--- src/rtl/mem_byte_copier.sv ---
// mem_byte_copier: byte-wise memory block copier (read port B/Dob, active-low write port A/Din/WE).
// Optional MEM_COPY_INVERT_EN writes the image negative (8'hFF - byte) instead of a plain copy.
module mem_byte_copier #(
    parameter int ADDR_W = 32,
    parameter int LEN_W  = 16
) (
    input  logic              clk,
    input  logic              rst_n,
    input  logic              start,
    input  logic [ADDR_W-1:0] src_base,
    input  logic [ADDR_W-1:0] dst_base,
    input  logic [LEN_W-1:0]  len,
    output logic              busy,
    output logic              done,
    output logic              mem_we_n,
    output logic [ADDR_W-1:0] mem_a,
    output logic [ADDR_W-1:0] mem_b,
    output logic [7:0]        mem_din,
    input  logic [7:0]        mem_dob
);
    typedef enum logic [1:0] {IDLE, RD, WR, FIN} state_t;
    state_t state, state_nx;
    logic [ADDR_W-1:0] src, dst;
    logic [LEN_W-1:0] cnt, idx, idx_nx;
    logic [7:0] din_nx;
    logic go;

    assign idx_nx = idx + 1'b1;
    assign go = start && (len != '0);
`ifdef MEM_COPY_INVERT_EN
    assign din_nx = 8'hFF - mem_dob;
`else
    assign din_nx = mem_dob;
`endif

    always_comb begin
        state_nx = state;
        case (state)
            IDLE: state_nx = !start ? IDLE : (go ? RD : FIN);
            RD:   state_nx = WR;
            WR:   state_nx = (idx_nx == cnt) ? FIN : RD;
            default: state_nx = IDLE;
        endcase
    end

    always_ff @(posedge clk or negedge rst_n) begin
        if (!rst_n) state <= IDLE;
        else state <= state_nx;
    end

    always_ff @(posedge clk or negedge rst_n) begin
        if (!rst_n) begin
            src <= '0;
            dst <= '0;
            cnt <= '0;
            idx <= '0;
            busy <= 1'b0;
            done <= 1'b0;
            mem_we_n <= 1'b1;
            mem_a <= '0;
            mem_b <= '0;
            mem_din <= '0;
        end else begin
            done <= (state == FIN);
            mem_we_n <= (state != RD);
            case (state)
                IDLE: begin
                    busy <= go;
                    if (go) begin
                        src <= src_base;
                        dst <= dst_base;
                        cnt <= len;
                        idx <= '0;
                        mem_b <= src_base;
                    end
                end
                RD: begin
                    mem_din <= din_nx;
                    mem_a <= dst + ADDR_W'(idx);
                end
                WR: begin
                    idx <= idx_nx;
                    // Next read address is only advanced when another byte follows
                    if (idx_nx != cnt) mem_b <= src + ADDR_W'(idx_nx);
                end
                default: busy <= 1'b0;
            endcase
        end
    end
endmodule

--- config.mk ---
export PLATFORM = sky130hd
export DESIGN_NAME = mem_byte_copier
export DESIGN_NICKNAME = d
export VERILOG_FILES = /design/src/rtl/mem_byte_copier.sv
export SDC_FILE = /design/constraint.sdc
export NUM_CORES = 1
export LEC_CHECK = 0
export ABC_AREA = 1
export ABC_CLOCK_PERIOD_IN_PS = 4000
export BUFFER_PORTS_ARGS = -buffer_cell sky130_fd_sc_hd__buf_4
export CORE_AREA = 2 2 185 187
export CTS_BUF_LIST = sky130_fd_sc_hd__clkbuf_4
export DETAILED_ROUTE_END_ITERATION = 7
export DIE_AREA = 0 0 187 189
export PLACE_DENSITY = 0.48
export SLEW_MARGIN = 20
export SYNTH_ARGS = -nofsm -noshare
export SYNTH_HDL_FRONTEND = slang
export SYNTH_SLANG_ARGS = --single-unit
--- constraint.sdc ---
create_clock -name clk -period 4 [get_ports clk]
set_clock_uncertainty 0.15 [all_clocks]
set_input_delay 0.4 -clock clk [delete_from_list [all_inputs] [get_ports clk]]
set_output_delay 0.4 -clock clk [all_outputs]
set_load 0.02 [all_outputs]
==> metrics <==
Rel. slew slack 0.516; Pre-antenna DRT Iters 5; global-route wire length before repair between 50000 and 60000 µm; core area between 30000 and 40000 µm²; Routed WL per cell 16.3 µm; Avg Cell Area, Syn 7.35 µm²; number of distinct library cells after synthesis 40; Iter 0 DRT Violations between 500 and 600; Power Density 647 nW/µm²; vias post-DR 10200; post-synth top area cell dfrtp_1; Post-synth EDFFs 0; Initial Util 0.318; Max clock buf depth 2; largest net degree at the start of global routing 130; Num CTS Buffers 17; Setup crit end kind register; Crit Path Max Fanout 7; most frequent cell after synthesis nand2_1; IO Pins 166; total congestion overflow 0; synthesized area 10600 µm²; ys async rst share 1.00; final wirelength roughly 35000 µm; CTS tree yes; Synth top area share 0.406; drt drc 0; PostCTS Resize Cnt 0; Slew Viols, Final 0; post-DP HPWL 26100 µm; Final ANT Viol Nets 0; Final setup viols 0; die height 189 µm; worst r2r path cells 17; total power draw 8.73 mW; Post-Route Setup TNS 0 ps; P&R area growth vs syn 27.4%; worst hold slack 219 ps; # clock sinks 173; CTS clock-pin slew for the worst setup and hold paths 150 ps; synthesized instance count 1442; Peak Freq between 200 and 300 MHz; Nets approximately 1800; most frequent cell on the critical path nand2_1; Required @ worst endpoint ~4400 ps; GRT Util Overall 0.204; top post-synthesis cells by area dfrtp_1 41%, nand2_1 16%, nand3_1 5.8%, inv_1 5.5%, ha_1 4.6%; routability cong. 0.871; Crit Reg-Reg Endpoint mem_b[20]; CP peak stage delay around 550 ps; Main synth FF type dfrtp_1; Setup WS pre-CTS 505 ps; Reg-to-Reg Start idx[0]; Slew @ Worst Pin a little over 700 ps; post-route cell area 13500 µm²; worst hold path type in2async; leak pwr 6.87 nW; vias per cell 4.74; PortBufs 165; Seq/Total Area, Yosys 0.409; RSZ-0062 raised after global routing no; Post-DP Area 12300 µm²; H-Tree Level Count 4; crit path DAT 3930 ps; Final Hold Vio Count 0; Setup Buffers After CTS 0; status finished clean; VDD IR max ~270 µV; worst path cell trace ha_1, nand2_2, nor3_2, nand2_1, xor2_1, ha_1, nand2_1, inv_1, a21oi_1, nand3_1, nand2_1, nand2_1, nand2_1, nand2_1, o21ai_0, nand3_1, nand2_1; crit share post-route 0.885; die area 35300 µm²; reg-to-reg setup timing slack 460 ps; Hold-fix buffers, CTS 90; Ys Warns 0; share of layout cells above drive strength 1 0.172; slowest library cell on the worst path dfrtp_1; root buffer cell clkbuf_4; Max Cap Violations 0; Clock Latency Late Sink around 600 ps; initial antenna violation count 1; startpoint types register; row cnt 67; Die Span X 187 µm; post-synthesis register bit count 173; Post-synth top cells 448 x nand2_1, 172 x dfrtp_1, 154 x inv_1; Min Clock Period, post-route 3540 ps; crit path kind reg2reg; Synthesized Nets 1574; setup ws final 458 ps; number of global-route vias before repair 10200
-- how the worst max path moves through the flow --
stage / from / endpoint / slack [ps]
finish: idx[0] / mem_b[20] / 460
global route: idx[0] / mem_b[20] / 100
CTS: idx[0] / mem_b[20] / 470
detailed placement: idx[0] / mem_b[20] / 510
global placement: idx[0] / mem_b[20] / 550
floorplan: idx[0] / mem_b[30] / 1260
-- critical path: cells and delay by family (launching register included) --
family | cells | cell delay [ps]
flip-flops | 1 | 550
buffers and inverters | 1 | 50
adder cells (fa/ha/maj) | 2 | 610
AND/OR/NAND/NOR | 11 | 1460
XOR/XNOR | 1 | 230
AO/OA/AOI/OAI | 2 | 460
-- per-stage QoR --
step                      instances   util
after global placement         2023  0.370
final                          2145  0.405
after CTS                      2144  0.405
after global routing           2145  0.405
after detailed placement       2023  0.370
after floorplan                1442      -
-- registers in the layout, indices dropped and copies added, names as in the netlist --
signal / cells
done: 1
mem_we_n: 1
busy: 1
mem_din: 8
state: 2
mem_a: 32
dst: 32
src: 32
cnt: 16
idx: 16
mem_b: 32
-- area by class of cell --
cell class	count	area (µm²)
fillers	3512	19800
multi-input cells	1071	5480
flip-flops and latches	173	4330
repair buffers	264	2240
inverters	157	589
well taps	448	561
clock inverters	12	148
clock buffers	19	143
diodes	1	2.50
-- cells by family (layout without fill, tap and decap cells) --
kind of cell | after synthesis | count (layout) | synth area share
compound gates | 183 | 183 | 0.0914
xor+xnor | 23 | 23 | 0.0203
fa+ha+maj | 41 | 41 | 0.0498
buf+inv | 198 | 452 | 0.0758
flops | 173 | 173 | 0.409
mux | 32 | 32 | 0.0340
other cells | 0 | 1 | 0
simple gates | 792 | 792 | 0.320
-- layout by cell type (no fill, tap or decap), drive strengths merged, types with 3 or more instances in the layout --
| cell type | count |
|---|---|
| nand2 | 485 |
| buf | 174 |
| dfrtp | 172 |
| inv | 156 |
| nor2 | 132 |
| nand3 | 122 |
| dlygate4sd3 | 90 |
| o21ai | 85 |
| a21oi | 68 |
| ha | 39 |
| mux2 | 32 |
| clkbuf | 19 |
| nor3 | 16 |
| nand4 | 15 |
| o22ai | 14 |
| xor2 | 11 |
| xnor2 | 11 |
| nor4 | 10 |
| clkinv | 8 |
| a31oi | 7 |
| or2 | 6 |
| nand3b | 5 |
| a21o | 3 |
| o21bai | 3 |
| bufinv | 3 |
-- where the power goes --
part	total (mW)	switching [mW]	internal [mW]
Clock	1.10	0.660	0.439
Sequential	3.18	0.646	2.54
Combinational	4.45	2.74	1.71
Total	8.73	4.04	4.69
-- routing by layer --
| metal | vias up | routed length [µm] | track usage |
|---|---|---|---|
| li1 | 5131 | - | - |
| met1 | 4783 | 17000 | 0.284 |
| met2 | 219 | 16100 | 0.328 |
| met3 | 36 | 1280 | 0.0356 |
| met4 | 0 | 626 | 0.0507 |
| met5 | - | 0 | 0 |
(Power assumes the default switching activity.)
